<file path="src/rtl/judge_pkg.sv">
// Shared definitions for the rhythm-game judge, score and arrow generator blocks:
// game state codes, arrow codes, the arrow-to-button mask table and the judge FSM encoding.
package judge_pkg;

  localparam int CNT_W = 25;

  typedef enum logic [1:0] {
    GS_GAME  = 2'd0,
    GS_PAUSE = 2'd1,
    GS_RESET = 2'd2
  } game_state_e;

  localparam logic [4:0] ARROW_UP          = 5'd10;
  localparam logic [4:0] ARROW_DOWN        = 5'd11;
  localparam logic [4:0] ARROW_LEFT        = 5'd12;
  localparam logic [4:0] ARROW_RIGHT       = 5'd13;
  localparam logic [4:0] ARROW_UP_DOWN     = 5'd14;
  localparam logic [4:0] ARROW_UP_LEFT     = 5'd15;
  localparam logic [4:0] ARROW_UP_RIGHT    = 5'd16;
  localparam logic [4:0] ARROW_DOWN_LEFT   = 5'd17;
  localparam logic [4:0] ARROW_DOWN_RIGHT  = 5'd18;
  localparam logic [4:0] ARROW_LEFT_RIGHT  = 5'd19;
  localparam logic [4:0] ARROW_NONE        = 5'd20;

  typedef enum logic [2:0] {
    J_IDLE   = 3'd0,
    J_WINDOW = 3'd1,
    J_CHORD  = 3'd2,
    J_PULSE  = 3'd3,
    J_GAP    = 3'd4
  } judge_state_e;

  // Mask bit order is {up, down, left, right}; unknown codes behave like ARROW_NONE.
  function automatic logic [3:0] arrow_mask(input logic [4:0] code);
    case (code)
      ARROW_UP:         arrow_mask = 4'b1000;
      ARROW_DOWN:       arrow_mask = 4'b0100;
      ARROW_LEFT:       arrow_mask = 4'b0010;
      ARROW_RIGHT:      arrow_mask = 4'b0001;
      ARROW_UP_DOWN:    arrow_mask = 4'b1100;
      ARROW_UP_LEFT:    arrow_mask = 4'b1010;
      ARROW_UP_RIGHT:   arrow_mask = 4'b1001;
      ARROW_DOWN_LEFT:  arrow_mask = 4'b0110;
      ARROW_DOWN_RIGHT: arrow_mask = 4'b0101;
      ARROW_LEFT_RIGHT: arrow_mask = 4'b0011;
      ARROW_NONE:       arrow_mask = 4'b0000;
      default:          arrow_mask = 4'b0000;
    endcase
  endfunction

endpackage

</file>
<file path="src/rtl/judge_btn_sync.sv">
// One button input: two-flop synchronizer into the clk domain followed by a
// rising-edge detector, so a held button yields a single one-cycle press.
module judge_btn_sync (
  input  logic clk,
  input  logic rst,
  input  logic btn_i,
  output logic edge_o
);

  logic meta_q;
  logic sync_q;
  logic prev_q;

  always_ff @(posedge clk) begin
    if (rst) begin
      meta_q <= 1'b0;
      sync_q <= 1'b0;
      prev_q <= 1'b0;
    end else begin
      meta_q <= btn_i;
      sync_q <= meta_q;
      prev_q <= sync_q;
    end
  end

  assign edge_o = sync_q & ~prev_q;

endmodule

</file>
<file path="src/rtl/hit_judge.sv">
// Judges button chords against the current target arrow and emits separated verdict pulses.
// Define JUDGE_TIMEOUT_MISS_EN to turn an expired window with no press into an incorrectHit.
module hit_judge #(
  parameter int WINDOW_CYCLES = 25000000,
  parameter int CHORD_CYCLES  = 1000000,
  parameter int PULSE_CYCLES  = 4
) (
  input  logic       clk,
  input  logic       rst,
  input  logic [1:0] state,
  input  logic       btn_up,
  input  logic       btn_down,
  input  logic       btn_left,
  input  logic       btn_right,
  input  logic [4:0] arrow_code,
  input  logic       arrow_valid,
  output logic       judge_ready,
  output logic       correctHit,
  output logic       incorrectHit,
  output logic [3:0] press_mask
);

  import judge_pkg::*;

  localparam logic [CNT_W-1:0] WIN_LAST   = CNT_W'(WINDOW_CYCLES - 1);
  localparam logic [CNT_W-1:0] CHORD_LAST = CNT_W'(CHORD_CYCLES - 1);
  localparam logic [CNT_W-1:0] PULSE_LAST = CNT_W'(PULSE_CYCLES - 1);

  logic             syncClear;
  logic             paused;
  logic [3:0]       pressEdges;
  logic [3:0]       liveEdges;
  logic [3:0]       merged;

  judge_state_e     fsm_q, fsm_d;
  logic [CNT_W-1:0] cnt_q, cnt_d;
  logic [3:0]       acc_q, acc_d;
  logic [3:0]       target_q, target_d;
  logic             verdict_q, verdict_d;
  logic [3:0]       mask_q, mask_d;

  assign syncClear = rst | (state == GS_RESET);
  assign paused    = (state == GS_PAUSE);

  judge_btn_sync u_sync_up    (.clk(clk), .rst(syncClear), .btn_i(btn_up),    .edge_o(pressEdges[3]));
  judge_btn_sync u_sync_down  (.clk(clk), .rst(syncClear), .btn_i(btn_down),  .edge_o(pressEdges[2]));
  judge_btn_sync u_sync_left  (.clk(clk), .rst(syncClear), .btn_i(btn_left),  .edge_o(pressEdges[1]));
  judge_btn_sync u_sync_right (.clk(clk), .rst(syncClear), .btn_i(btn_right), .edge_o(pressEdges[0]));

  // Presses seen while paused are dropped, not deferred.
  assign liveEdges = paused ? 4'b0000 : pressEdges;
  assign merged    = acc_q | liveEdges;

  always_ff @(posedge clk) begin
    if (syncClear) begin
      fsm_q     <= J_IDLE;
      cnt_q     <= '0;
      acc_q     <= 4'b0000;
      target_q  <= 4'b0000;
      verdict_q <= 1'b0;
      mask_q    <= 4'b0000;
    end else begin
      fsm_q     <= fsm_d;
      cnt_q     <= cnt_d;
      acc_q     <= acc_d;
      target_q  <= target_d;
      verdict_q <= verdict_d;
      mask_q    <= mask_d;
    end
  end

  always_comb begin
    fsm_d     = fsm_q;
    cnt_d     = cnt_q;
    acc_d     = acc_q;
    target_d  = target_q;
    verdict_d = verdict_q;
    mask_d    = mask_q;
    if (!paused) begin
      case (fsm_q)
        J_IDLE: begin
          if (arrow_valid) begin
            target_d = arrow_mask(arrow_code);
            acc_d    = 4'b0000;
            cnt_d    = '0;
            fsm_d    = J_WINDOW;
          end
        end
        J_WINDOW: begin
          // The cycle of the first press is already the first chord cycle.
          if (|liveEdges) begin
            acc_d = merged;
            cnt_d = CNT_W'(1);
            fsm_d = J_CHORD;
          end else if (cnt_q == WIN_LAST) begin
            cnt_d = '0;
`ifdef JUDGE_TIMEOUT_MISS_EN
            if (target_q != 4'b0000) begin
              verdict_d = 1'b0;
              mask_d    = 4'b0000;
              fsm_d     = J_PULSE;
            end else begin
              fsm_d = J_IDLE;
            end
`else
            fsm_d = J_IDLE;
`endif
          end else begin
            cnt_d = cnt_q + CNT_W'(1);
          end
        end
        J_CHORD: begin
          acc_d = merged;
          if (cnt_q == CHORD_LAST) begin
            verdict_d = (merged == target_q);
            mask_d    = merged;
            cnt_d     = '0;
            fsm_d     = J_PULSE;
          end else begin
            cnt_d = cnt_q + CNT_W'(1);
          end
        end
        J_PULSE: begin
          if (cnt_q == PULSE_LAST) begin
            cnt_d = '0;
            fsm_d = J_GAP;
          end else begin
            cnt_d = cnt_q + CNT_W'(1);
          end
        end
        J_GAP: begin
          if (cnt_q == PULSE_LAST) begin
            cnt_d = '0;
            fsm_d = J_IDLE;
          end else begin
            cnt_d = cnt_q + CNT_W'(1);
          end
        end
        default: begin
          cnt_d = '0;
          fsm_d = J_IDLE;
        end
      endcase
    end
  end

  assign judge_ready  = (fsm_q == J_IDLE);
  assign correctHit   = (fsm_q == J_PULSE) &  verdict_q;
  assign incorrectHit = (fsm_q == J_PULSE) & ~verdict_q;
  assign press_mask   = mask_q;

endmodule

</file>
<file path="config.mk">
export PLATFORM = sky130hd
export DESIGN_NAME = hit_judge
export DESIGN_NICKNAME = d
export VERILOG_FILES = /design/src/rtl/judge_pkg.sv /design/src/rtl/judge_btn_sync.sv /design/src/rtl/hit_judge.sv
export SDC_FILE = /design/constraint.sdc
export NUM_CORES = 1
export LEC_CHECK = 0
export CORE_MARGIN = 2
export CORE_UTILIZATION = 35
export CTS_CLUSTER_DIAMETER = 150
export DETAILED_ROUTE_END_ITERATION = 7
export PLACE_DENSITY = 0.66
export SYNTH_ARGS = -nofsm -noshare
export SYNTH_HDL_FRONTEND = slang
export SYNTH_HIERARCHICAL = 1
export SYNTH_SLANG_ARGS = --single-unit
</file>
<file path="constraint.sdc">
create_clock -name clk -period 1.9 [get_ports clk]
set_input_delay 0.38 -clock clk [delete_from_list [all_inputs] [get_ports clk]]
set_output_delay 0.38 -clock clk [all_outputs]
set_load 0.05 [all_outputs]
</file>
==> metrics.md <==
| Metric | Value |
|---|---|
| R2r startpoint | `cnt_q[22]` |
| All-layer global routing usage | `19.1%` |
| Final Cell Area | `4280 um^2` |
| Netlist cell types | `50` |
| Row count | `32` |
| Fin util | `55.1%` |
| Initial DRC Count | `193` |
| Critical path destination | `cnt_q[4]` |
| FF-to-FF End | `cnt_q[4]` |
| Final antenna-violating net count | `0` |
| Synth top area cells | `dfxtp_1, nor2_1, nand2_1` |
| CP Class | `register to register` |
| Number of flops mapped to enable cells by yosys | `0` |
| Root Buffer | `clkbuf_8` |
| Grt ovf | `0` |
| Area leader, netlist | `dfxtp_1` |
| Sequential area share after synthesis | `37.5%` |
| Critical path's largest stage delay | `0.38 ns` |
| Number of max-cap violations | `0` |
| Post-Route WL | `8.37 mm` |
| Worst Tran Pin Value | `0.497 ns` |
| Synth Instances | `345` |
| CTS H-tree lvls | `2` |
| Static Leak | `1.66 nW` |
| Syn-to-layout area delta | `51.4%` |
| Reg area | `1100 um^2` |
| Largest net degree at the start of global routing | `22` |
| R2R depth | `8` |
| Worst setup SP type | `register` |
| Crit. End Element | `register` |
| TritonCTS buffer count | `5` |
| WP buf/inv | `3` |
| Clock period minus final worst setup slack | `2.03 ns` |
| Clk_lat worst skew | `0.32 ns` |
| Max Root-Sink Buffers | `2` |
| Share of cells above drive strength 1 | `39.0%` |
| Total design power | `0.00225 W` |
| Ant diodes | `0` |
| Setup crit start | `cnt_q[22]` |
| CTS clk-pin slew, worst paths | `0.10 ns` |
| Critical path cell sequence | `nor4_4 -> buf_4 -> nand4_1 -> buf_4 -> o211ai_1 -> a31oi_2 -> buf_4 -> a22o_1` |
| Post-synth top area share | `37.5%` |
| Max VDD drop | `0.353 mV` |
| Initial Util | `36.4%` |
| CP Max Fanout | `5` |
| Tcrit/Tclk final | `107%` |
| Initial antenna violation count | `0` |
| Mapped Area | `2830 um^2` |
| Post-Syn Nets | `365` |
| #FFs+latches synth | `53` |
| CP top delay family | `compound AO/OA/AOI/OAI gates` |
| Most frequent cell after synthesis | `dfxtp_1` |
| CTS hold repair buffers | `0` |
| First-pass GRT wire length | `13.4 mm` |
| Full die area | `8810 um^2` |
| Power density cells | `525 nW/um^2` |
| Via count | `2982` |
| Detailed placement HPWL | `6.11 mm` |
| Violated checks | `setup timing` |
| RSZ-0062 raised after global routing | `true` |
| Worst min path class | `register to register` |
| Die extent in y | `93.9 um` |
| Gpl congestion | `0.906` |
| Fmax | `493 MHz` |
| Outcome | `complete, but fails checks` |
| Final Hold Viols | `0` |
| Pins Over Slew Limit | `0` |
| # DRC | `0` |
| Die W | `93.9 um` |
| Multi-input logic area | `1900 um^2` |
| Setup ws final | `-0.127 ns` |
| Crit. path cell count | `8` |
| Ys flop type | `dfxtp_1` |
| Placed insts | `550` |
| Iteration count of the initial detailed-routing pass | `5` |
| Critical Path Most Common Cell | `buf_4` |
| CORE AREA | `7770 um^2` |
| WP data arrival | `2.24 ns` |
| I/O pin count | `21` |
| Fin nets | `481` |
| Reg2reg setup slack | `-0.13 ns` |
| Slew headroom | `66.8%` |
| Vias in the first global route | `2763` |
| Worst Path Required | `2.11 ns` |
| Placed instance area | `3850 um^2` |
| Hold-critical path depth | `1` |
| IO Port Bufs | `20` |
| Clock sinks | `53` |
| Crit-path slowest cell | `dfxtp_4` |
| WL per Instance | `14.8 um` |
| Finish-stage setup viols | `26` |
| Post-synth top cells | `dfxtp_1, nor2_1, nand2_1` |
| Clock Skew | `0.0130 ns` |
| Mean post-synth cell area | `8.19 um^2` |
| Filler instances | `729` |
| WHS | `0.445 ns` |
| Non-filler instance count after layout | `564` |
| Asr flop ratio synth | `0%` |
| Number of vias per cell | `5.29` |
| Yosys warning count | `6` |
| CTS tree | `done` |
[logic make-up after synthesis]
| kind of cell | synth area share (%) |
|---|---|
| buffers and inverters | 3.63 |
| AND/OR/NAND/NOR | 34.4 |
| multiplexers | 0.354 |
| adder cells (fa/ha/maj) | 2.66 |
| AO/OA/AOI/OAI | 16.8 |
| XOR/XNOR | 4.65 |
| flip-flops | 37.5 |
[metal layers]
metal | wire length, um | track usage, % | part of all wire (%)
met5 | 0 | 0 | 0
met4 | 97 | 4.47 | 1.2
met3 | 388 | 2.81 | 4.6
met2 | 4130 | 31.4 | 49
met1 | 3750 | 26.3 | 45
[registers in the layout, indices dropped and copies added, names as in the netlist]
signal and count:
cnt_q 25, verdict_q 1, u_sync_down/sync_q 1, u_sync_left/prev_q 1, u_sync_right/meta_q 1, fsm_q 3
u_sync_down/meta_q 1, u_sync_up/meta_q 1, u_sync_left/sync_q 1, u_sync_up/prev_q 1, u_sync_left/meta_q 1, press_mask 4
u_sync_right/prev_q 1, u_sync_up/sync_q 1, target_q 4, u_sync_right/sync_q 1, u_sync_down/prev_q 1, acc_q 4
[cells in the final DEF, fill, tap and decap left out, types with 3 or more instances in the layout]
master	instances
buf_4	96
nor2_1	41
dfxtp_1	35
nand2_1	29
nand3_1	17
clkdlybuf4s50_1	17
nor2b_1	15
a21oi_1	15
dfxtp_2	13
nand4_1	9
xnor2_1	9
nor3_1	8
a211oi_1	8
a31oi_1	8
inv_1	7
and4_1	7
a21oi_2	7
buf_6	7
o211ai_1	6
xor2_1	6
clkbuf_8	6
o21ai_1	5
o21ai_0	5
ha_1	5
dfxtp_4	5
and2_1	4
nand3b_1	4
nor2b_2	3
nor4_1	3
nand3_2	3
nor4_4	3
o21ai_4	3
and3_1	3
or4_4	3
buf_12	3
[worst min-delay path by stage]
stage | end | startpoint | slack (ns)
after floorplan | u_sync_down/sync_q | u_sync_down/meta_q | 0.41
final | u_sync_left/sync_q | u_sync_left/meta_q | 0.44
after detailed placement | u_sync_left/sync_q | u_sync_left/meta_q | 0.43
after global routing | u_sync_right/sync_q | u_sync_right/meta_q | 0.46
after global placement | u_sync_down/sync_q | u_sync_down/meta_q | 0.42
after CTS | u_sync_left/sync_q | u_sync_left/meta_q | 0.45
[power by group]
part | switching (W) | total, W | internal, W
registers | 0.0000130 | 0.00114 | 0.00113
logic | 0.000205 | 0.000405 | 0.000200
clock network | 0.000403 | 0.000704 | 0.000301
[timing repair]
item / 4_1_cts / 5_1_grt
pin swaps: 26 / 20
endpoints found under the hold margin: 0 / 0
resized for setup: 36 / 44
buffers inserted: 3 / 2
setup endpoints to repair: 28 / 31
gates cloned: 0 / 1
[final cells by class]
type / instances / area share [%]
Clock buffer: 6 / 1.93
Timing Repair Buffer: 123 / 24.1
Tap cell: 102 / 2.98
Clock inverter: 2 / 0.380
Multi-Input combinational cell: 270 / 44.3
Inverter: 8 / 0.702
Sequential cell: 53 / 25.6
[stage by stage]
step	worst slack (ns)	TNS, ns
finish	-0.127	-1.89
global route	-0.259	-4.89
CTS	-0.0967	-0.993
detailed placement	-0.357	-8.21
global placement	-0.314	-6.91
floorplan	0.00769	0
Note: power is estimated with default switching activity, not from simulation.
